**config.mk**
```make
export PLATFORM = sky130hd
export DESIGN_NAME = keypad_row_scanner_flat
export DESIGN_NICKNAME = d
export VERILOG_FILES = /design/src/rtl/keypad_row_scanner_if.sv /design/src/rtl/keypad_row_scanner.sv /design/src/flat_wrapper.sv
export SDC_FILE = /design/constraint.sdc
export NUM_CORES = 1
export LEC_CHECK = 0
export ABC_CLOCK_PERIOD_IN_PS = 3880
export CORE_ASPECT_RATIO = 0.9
export CORE_MARGIN = 5
export CORE_UTILIZATION = 62
export CTS_CLUSTER_DIAMETER = 50
export DETAILED_ROUTE_END_ITERATION = 10
export PLACE_DENSITY = 0.87
export SYNTH_ARGS = -nofsm -noshare
export SYNTH_HDL_FRONTEND = slang
export SYNTH_SLANG_ARGS = --single-unit
```
**constraint.sdc**
```tcl
create_clock -name clk -period 3.88 [get_ports clk]
set_input_delay 0.582 -clock clk [delete_from_list [all_inputs] [get_ports clk]]
set_output_delay 0.582 -clock clk [all_outputs]
set_load 0.01 [all_outputs]
```
**src/rtl/keypad_row_scanner_if.sv**
```systemverilog
`default_nettype none
// ============================================================================
// Module   : keypad_row_scanner_if
// Brief    : Key-report handshake between the row scanner and its consumer.
//            The scanner drives valid/code; the consumer returns ready.
// Revision : 1.0 - initial release
// ============================================================================
interface keypad_row_scanner_if #(
  parameter int COLS = 4
);
  localparam int KW = 3 + $clog2(COLS);

  logic          key_valid;
  logic [KW-1:0] key_code;
  logic          key_ready;

  modport master (
    output key_valid,
    output key_code,
    input  key_ready
  );

  modport slave (
    input  key_valid,
    input  key_code,
    output key_ready
  );
endinterface
`default_nettype wire

```
**src/rtl/keypad_row_scanner.sv**
```systemverilog
`default_nettype none
// ============================================================================
// Module   : keypad_row_scanner
// Brief    : Steps a 3-bit row index over rows 0..7, lets each row settle,
//            samples the columns and reports at most one newly pressed key
//            per row per frame over a valid/ready handshake.
// Revision : 1.0 - initial release
// ============================================================================
module keypad_row_scanner #(
  parameter int SETTLE_CYC = 4,
  parameter int COLS       = 4
) (
  input  wire logic                 clk,
  input  wire logic                 rst,
  input  wire logic                 en,
  input  wire logic [COLS-1:0]      col_in,
  output logic      [2:0]           row_sel,
  output logic                      row_en,
  output logic                      scan_done,
  keypad_row_scanner_if.master      key_if
);

  localparam int KW    = 3 + $clog2(COLS);
  localparam int CBITS = (COLS > 1) ? $clog2(COLS) : 1;
  localparam int CNTW  = (SETTLE_CYC > 1) ? $clog2(SETTLE_CYC) : 1;
  localparam logic [CNTW-1:0] CNT_LAST = CNTW'(SETTLE_CYC - 1);

  typedef enum logic [1:0] {
    IDLE   = 2'd0,
    SETTLE = 2'd1,
    SAMPLE = 2'd2,
    HOLD   = 2'd3
  } state_t;

  state_t            state, state_next;
  logic [CNTW-1:0]   cnt, cnt_next;
  logic [2:0]        row_sel_next;
  logic              row_en_next;
  logic              done_next;
  logic              valid_reg, valid_next;
  logic [KW-1:0]     code_reg, code_next;
  logic              advance;

  // Held-key mask, one COLS-wide entry per row
  logic [COLS-1:0]   mask [8];
  logic              mask_we;
  logic [COLS-1:0]   mask_wdata;

  logic [COLS-1:0]   new_keys;
  logic [CBITS-1:0]  low_idx;
  logic [COLS-1:0]   low_onehot;
  logic [KW-1:0]     code_w;

  assign key_if.key_valid = valid_reg;
  assign key_if.key_code  = code_reg;

  // Keys pressed now that were not already held on this row at the last sample
  assign new_keys   = col_in & ~mask[row_sel];
  assign low_onehot = COLS'(1) << low_idx;

  // Priority pick of the lowest-numbered newly pressed column
  always_comb begin
    low_idx = '0;
    for (int i = COLS - 1; i >= 0; i--) begin
      if (new_keys[i]) begin
        low_idx = CBITS'(i);
      end
    end
  end

  // Report code is {row, column}; a single-column keypad reports the row only
  generate
    if (COLS > 1) begin : g_code_rowcol
      assign code_w = {row_sel, low_idx};
    end else begin : g_code_row
      assign code_w = row_sel;
    end
  endgenerate

  // Next-state and next-output logic; row advance is shared by SAMPLE and HOLD
  always_comb begin
    state_next   = state;
    cnt_next     = cnt;
    row_sel_next = row_sel;
    row_en_next  = row_en;
    done_next    = 1'b0;
    valid_next   = valid_reg;
    code_next    = code_reg;
    mask_we      = 1'b0;
    mask_wdata   = mask[row_sel];
    advance      = 1'b0;

    case (state)
      IDLE: begin
        row_en_next  = 1'b0;
        row_sel_next = 3'd0;
        if (en) begin
          state_next  = SETTLE;
          row_en_next = 1'b1;
          cnt_next    = '0;
        end
      end
      SETTLE: begin
        if (cnt == CNT_LAST) begin
          state_next = SAMPLE;
        end else begin
          cnt_next = cnt + CNTW'(1);
        end
      end
      SAMPLE: begin
        mask_we = 1'b1;
        if (|new_keys) begin
          // Reported key joins the mask; other new keys wait for later frames
          mask_wdata = (mask[row_sel] & col_in) | low_onehot;
          code_next  = code_w;
          valid_next = 1'b1;
          state_next = HOLD;
        end else begin
          mask_wdata = mask[row_sel] & col_in;
          advance    = 1'b1;
        end
      end
      HOLD: begin
        if (key_if.key_ready) begin
          valid_next = 1'b0;
          advance    = 1'b1;
        end
      end
      default: begin
        state_next = IDLE;
      end
    endcase

    if (advance) begin
      row_sel_next = row_sel + 3'd1;
      done_next    = (row_sel == 3'd7);
      if (en) begin
        state_next = SETTLE;
        cnt_next   = '0;
      end else begin
        state_next   = IDLE;
        row_en_next  = 1'b0;
        row_sel_next = 3'd0;
      end
    end
  end

  // State, counter and output registers
  always_ff @(posedge clk) begin
    if (rst) begin
      state     <= IDLE;
      cnt       <= '0;
      row_sel   <= 3'd0;
      row_en    <= 1'b0;
      scan_done <= 1'b0;
      valid_reg <= 1'b0;
      code_reg  <= '0;
    end else begin
      state     <= state_next;
      cnt       <= cnt_next;
      row_sel   <= row_sel_next;
      row_en    <= row_en_next;
      scan_done <= done_next;
      valid_reg <= valid_next;
      code_reg  <= code_next;
    end
  end

  // Held-key mask update on the sampled row
  always_ff @(posedge clk) begin
    if (rst) begin
      for (int r = 0; r < 8; r++) begin
        mask[r] <= '0;
      end
    end else if (mask_we) begin
      mask[row_sel] <= mask_wdata;
    end
  end

endmodule
`default_nettype wire
```
**src/flat_wrapper.sv**
```systemverilog
// flat-port wrapper written by rule: the top's interface ports become plain ports
module keypad_row_scanner_flat 
#(
  parameter int SETTLE_CYC = 4,
  parameter int COLS       = 4
)
  (clk, rst, en, col_in, row_sel, row_en, scan_done, key_if_key_valid, key_if_key_code, key_if_key_ready);
  keypad_row_scanner_if #(.COLS(COLS)) key_if_i ();
  input  wire logic clk;
  input  wire logic rst;
  input  wire logic en;
  input  wire logic [COLS-1:0] col_in;
  output logic      [2:0] row_sel;
  output logic row_en;
  output logic scan_done;
  output wire logic [$bits(key_if_i.key_valid)-1:0] key_if_key_valid;
  output wire logic [$bits(key_if_i.key_code)-1:0] key_if_key_code;
  input wire logic [$bits(key_if_i.key_ready)-1:0] key_if_key_ready;
  assign key_if_key_valid = key_if_i.key_valid;
  assign key_if_key_code = key_if_i.key_code;
  assign key_if_i.key_ready = key_if_key_ready;
  keypad_row_scanner #(.SETTLE_CYC(SETTLE_CYC), .COLS(COLS)) u_core (.clk(clk), .rst(rst), .en(en), .col_in(col_in), .row_sel(row_sel), .row_en(row_en), .scan_done(scan_done), .key_if(key_if_i));
endmodule
```
==> impl_metrics.csv, run 1 <==
group,metric,value,unit
routing,viasPerCell,6.05,
placement,dp_hpwl,3850,um
flow_run,drv_cap,0,
critical_path,crit_required,3920,ps
synth,ys_warn_count,0,
grt,grt_overflow,0,
die,die_x,76.4,um
clocking,postCtsSetupRepairBufs,0,
routing,wl_per_cell,17.8,um
routing,dr_total_vias,1798,
synth,synth_top_flop_cell,"edfxtp_1",
outcome,status,"complete, no violations",
routing,drt-initial-drc-count,193,
sta,min_period,2620,ps
power,power,1.30,mW
placement,io_buffer_count,18,
synth,syn_nets,245,
min_path,hold_depth,2,
synth,synth_edf_count,32,
sta,worstMarginPinSlew,836,ps
sta,skew,6.53,ps
clocking,clk_path_buf_depth,2,
grt,grtUsageTotal,21.4,%
final_layout,layout_common_cells,"nor2_1 (42), edfxtp_1 (32), nand2_1 (22)",
clocking,cts_buffers,5,
sta,slew_headroom,44.2,%
final_layout,drive_above_1_share,7.57,%
clocking,cts_hold_buf,0,
critical_path,crit_arrival,2660,ps
synth,synthArstFlopShare,0,%
routing,antenna_left,0,
synth,post_synth.cell_area_avg,10.6,um2
synth,synth.distinct_cells,44,
clocking,clkSinkCount,50,
routing,wl,5300,um
placement,routabilityCongestion,0.921,
clocking,clock_latency,310,ps
sta,post-route-period-util,67.6,%
placement,dp.cells,289,
die,pin_count,19,
sta,hold_ws,475,ps
clocking,cts_tree,"built",
die,core_area,3780,um2
grt,grt_pass1_vias,1821,
die,row_count,21,
synth,yosysTopAreaCell,"edfxtp_1",
final_layout,area_growth,11.5,%
clocking,path_clk_slew,100,ps
critical_path,rr_worst_depth,7,
sta,setup_tns,0,ps
die,chipHeight,69.8,um
final_layout,instances_no_fill,297,
sta,worst_slack,1260,ps
power,ir_drop,0.319,mV
grt,grt_pass1_wl,8930,um
grt,antenna_found_initial,0,
routing,drc,0,
synth,synthCells,231,
critical_path,path_max_fanout,15,
synth,synth_area_leaders,"edfxtp_1 (39%), dfxtp_1 (15%), mux2i_1 (8.1%), nor2_1 (6.4%), nand2_1 (3.4%)",
synth,netlist_area,2460,um2
synth,synth-seq-cells,50,
final_layout,nets,264,
synth,synth_top_area_share,39.1,%
sta,max_freq,0.381,GHz
sta,rsz0062_at_grt,"false",
critical_path,critPathLaunchType,"flop",
placement,pre_cts_ws,1270,ps
sta,setup_viol,0,
die,initial_core_util,65.0,%
power,cellLeakagePower,0.941,nW
power,powerDensity,472,nW/um2
critical_path,path_class,"reg2reg",
sta,drv_slew,0,
clocking,htreeDepth,2,
clocking,clock-root-buffer,"clkbuf_8",
sta,hold_violations,0,
final_layout,final_common_cell,"nor2_1",
clocking,post_cts_resized,0,
min_path,min_path_type,"reg2reg",
synth,yosysSeqAreaShare,53.7,%
final_layout,diodes,0,
routing,dr.pass1.iters,4,
die,dieArea,5330,um2
grt,grt_max_degree,20,
critical_path,setup.worst_path.end_class,"flop",
==> final timing paths <==
path                                                              from                                      to  slack (ps)
worst max-delay path                                              flop         u_core.mask[0][2]$_SDFFCE_PN0P_        1260
worst min register to register  u_core.key_if.key_code[0]$_SDFFE_PP0P_  u_core.key_if.key_code[0]$_SDFFE_PP0P_         470
worst max register to register                                    flop         u_core.mask[0][2]$_SDFFCE_PN0P_        1260
worst min-delay path            u_core.key_if.key_code[0]$_SDFFE_PP0P_  u_core.key_if.key_code[0]$_SDFFE_PP0P_         470
==> where the power goes <==
part	internal, mW	total (mW)	switching [mW]
combinational	0.142	0.342	0.200
clock	0.128	0.313	0.186
sequential	0.604	0.640	0.0363
==> critical path, cell delays in order, from the launching register on <==
cell     delay (ps)
dfxtp_1         880
mux2i_1         330
a22oi_1         160
a31o_2          310
nand3_4         120
nand2_1          60
o21ai_1         370
nor2_1          120
==> layout make-up <==
class,count,area [um2]
fillers,295,1040
multi-input cells,166,1050
clock inverters,3,20.0
inverters,7,26.3
clock buffers,5,68.8
well taps,46,57.6
flip-flops and latches,50,1320
repair buffers,20,195
==> metrics by stage <==
step,util [%],area (um2)
after CTS,72.5,2740
after detailed placement,70.1,2650
final,72.5,2740
after global routing,72.5,2740
after floorplan,-,2460
after global placement,70.1,2650
==> cells in the mapped netlist, types with 2 or more instances <==
cell	n
a21oi_1	8
a22oi_1	3
a31oi_1	2
a41oi_1	2
and2_1	2
clkbuf_1	5
dfxtp_1	18
edfxtp_1	32
ha_1	6
inv_1	7
mux2i_1	20
nand2_1	22
nand2b_1	12
nand3_1	8
nor2_1	42
nor2b_1	4
nor3_1	6
o2111ai_1	3
o21ai_0	3
o21ai_1	2
==> state kept, by name, indices dropped and copies added, names as in the netlist, named ones only <==
| signal | count |
|---|---|
| u_core.key_if.key_valid | 1 |
| u_core.mask | 32 |
| u_core.scan_done | 1 |
| u_core.row_sel | 3 |
| u_core.key_if.key_code | 5 |
| u_core.state | 2 |
| u_core.row_en | 1 |
| u_core.cnt | 2 |
==> per-layer routing <==
layer | wire length, um | global-route usage (%)
met5 | 0 | 0
met4 | 140 | 10.3
met3 | 430 | 4.68
met2 | 2290 | 30.5
met1 | 2440 | 30.5
==> kinds of logic (layout without fill, tap and decap cells) <==
group | count (synthesis) | in the layout | share of synthesized area (%)
simple gates | 103 | 103 | 19.9
flops | 50 | 50 | 53.7
compound gates | 36 | 36 | 10.8
mux | 21 | 21 | 9.05
buf+inv | 15 | 35 | 3.46
fa+ha+maj | 6 | 6 | 3.05
Note: power is estimated with default switching activity, not from simulation.
==> inputs of run 2 (changes only) <==
--- a/config.mk
+++ b/config.mk
@@ -5,13 +5,13 @@
 export SDC_FILE = /design/constraint.sdc
 export NUM_CORES = 1
 export LEC_CHECK = 0
-export ABC_CLOCK_PERIOD_IN_PS = 3880
+export ABC_CLOCK_PERIOD_IN_PS = 2700
 export CORE_ASPECT_RATIO = 0.9
 export CORE_MARGIN = 5
-export CORE_UTILIZATION = 62
+export CORE_UTILIZATION = 57
 export CTS_CLUSTER_DIAMETER = 50
 export DETAILED_ROUTE_END_ITERATION = 10
-export PLACE_DENSITY = 0.87
+export PLACE_DENSITY = 0.81
 export SYNTH_ARGS = -nofsm -noshare
 export SYNTH_HDL_FRONTEND = slang
 export SYNTH_SLANG_ARGS = --single-unit
==> constraint.sdc (replaced) <==
create_clock -name clk -period 2.7 [get_ports clk]
set_input_delay 0.405 -clock clk [delete_from_list [all_inputs] [get_ports clk]]
set_output_delay 0.405 -clock clk [all_outputs]
set_load 0.01 [all_outputs]
==> run 2 against run 1 <==
Largest cell class unchanged. Sequential power up 43%. Clock skew up 4.7 ps. Final area up 1.8%. Power up 45%.
==> impl_metrics.csv, run 2 (synthesis results as in run 1) <==
group,metric,value,unit
routing,antenna_left,0,
final_layout,nets,270,
sta,hold_violations,0,
clocking,clkSinkCount,50,
power,ir_drop,0.413,mV
outcome,status,"complete, no violations",
final_layout,final_common_cell,"nor2_1",
critical_path,critPathLaunchType,"flop",
grt,grt_max_degree,20,
clocking,cts_hold_buf,0,
routing,viasPerCell,5.81,
grt,antenna_found_initial,0,
grt,grt_overflow,0,
critical_path,critPathBufInv,1,
grt,grt_pass1_wl,8670,um
sta,post-route-period-util,90.9,%
final_layout,area_growth,13.5,%
final_layout,diodes,0,
critical_path,path_class,"reg2reg",
clocking,cts_buffers,5,
routing,wl,5220,um
critical_path,setup.worst_path.end_class,"flop",
routing,dr_total_vias,1771,
sta,skew,11.2,ps
clocking,htreeDepth,2,
sta,max_freq,0.408,GHz
routing,wl_met2,2280,um
clocking,clock-root-buffer,"clkbuf_8",
placement,routabilityCongestion,0.838,
routing,wl_met1,2450,um
clocking,clock_latency,320,ps
clocking,clk_path_buf_depth,2,
critical_path,cp_slowest_cell,"dfxtp_1",
clocking,postCtsSetupRepairBufs,0,
die,die_x,79.2,um
min_path,min_path_type,"reg2reg",
power,cellLeakagePower,0.973,nW
sta,setup_viol,0,
die,dieArea,5730,um2
sta,worstMarginPinSlew,827,ps
sta,slew_headroom,44.5,%
critical_path,cp_top_family,"compound AO/OA/AOI/OAI gates",
flow_run,drv_cap,0,
final_layout,largest_reg_flops,32,
die,chipHeight,72.3,um
placement,dp_hpwl,3790,um
placement,io_buffer_count,18,
grt,grt_pass1_vias,1774,
final_layout,layout.filler_cells,328,
routing,drt-initial-drc-count,118,
routing,wl_met3,400,um
critical_path,crit_arrival,2690,ps
sta,setup_tns,0,ps
grt,grtUsageTotal,19.9,%
sta,min_period,2450,ps
routing,drc,0,
power,powerDensity,672,nW/um2
clocking,path_clk_slew,100,ps
sta,hold_ws,469,ps
routing,dr.pass1.iters,4,
die,initial_core_util,59.6,%
final_layout,drive_above_1_share,9.73,%
clocking,post_cts_resized,0,
routing,highest_layer,"met4",
die,pin_count,19,
final_layout,layout_common_cells,"nor2_1 (42), edfxtp_1 (32), nand2_1 (22)",
die,core_area,4130,um2
power,power,1.88,mW
sta,drv_slew,0,
critical_path,cpPeakStageDelay,650,ps
critical_path,path_max_fanout,10,
routing,wl_per_cell,17.1,um
clocking,cts_tree,"built",
critical_path,crit_required,2940,ps
critical_path,path_cells,"buf_4 > mux2i_1 > nand3_1 > a41oi_1 > a21o_2 > o31a_1 > or2b_1 > a211oi_2",
final_layout,regMostFlops,"u_core.mask",
sta,rsz0062_at_grt,"false",
die,row_count,22,
==> run 2: final cells by class <==
type	instances	area (um2)	share of cell area, %
Timing Repair Buffer	26	240	8.61
Tap cell	48	60.1	2.15
Sequential cell	50	1320	47.3
Clock inverter	3	21.3	0.762
Inverter	7	26.3	0.941
Clock buffer	5	68.8	2.47
Multi-Input combinational cell	166	1050	37.7
==> run 2: layer usage <==
| layer | up-vias | track usage [%] |
|---|---|---|
| li1 | 876 | - |
| met1 | 819 | 28.7 |
| met2 | 66 | 29.3 |
| met3 | 10 | 4.84 |
| met4 | 0 | 7.25 |
| met5 | - | 0 |
==> run 2: worst min-delay path, cell delays in order (launching register included) <==
cell and delay, ps:
dfxtp_1 320, inv_1 40, a221oi_1 60
==> run 2: worst paths after layout <==
check | startpoint | end | slack, ps | cells after the start
setup reg to reg | flop | u_core.state[0]$_SDFFE_PP0P_ | 250 | 8
setup / recovery | flop | u_core.state[0]$_SDFFE_PP0P_ | 250 | 8
hold / removal | u_core.key_if.key_code[0]$_SDFFE_PP0P_ | u_core.key_if.key_code[0]$_SDFFE_PP0P_ | 470 | 2
hold reg to reg | u_core.key_if.key_code[0]$_SDFFE_PP0P_ | u_core.key_if.key_code[0]$_SDFFE_PP0P_ | 470 | 2
==> run 2: per-stage QoR <==
stage          cell area [um2]  worst slack (ps)  cells  utilization [%]
2_1_floorplan             2460               773    231                -
3_3_place_gp              2700               374    297             65.4
3_5_place_dp              2700               307    297             65.4
4_1_cts                   2790               246    305             67.6
5_1_grt                   2790               126    305             67.6
6_report                  2790               247    305             67.6
==> run 2: power by group <==
| part | leakage [nW] | internal, mW | total (mW) | switching (mW) |
|---|---|---|---|---|
| sequential | 0.477 | 0.868 | 0.917 | 0.0488 |
| combinational | 0.447 | 0.214 | 0.504 | 0.290 |
| clock | 0.0494 | 0.187 | 0.455 | 0.267 |
| total | 0.973 | 1.27 | 1.88 | 0.606 |
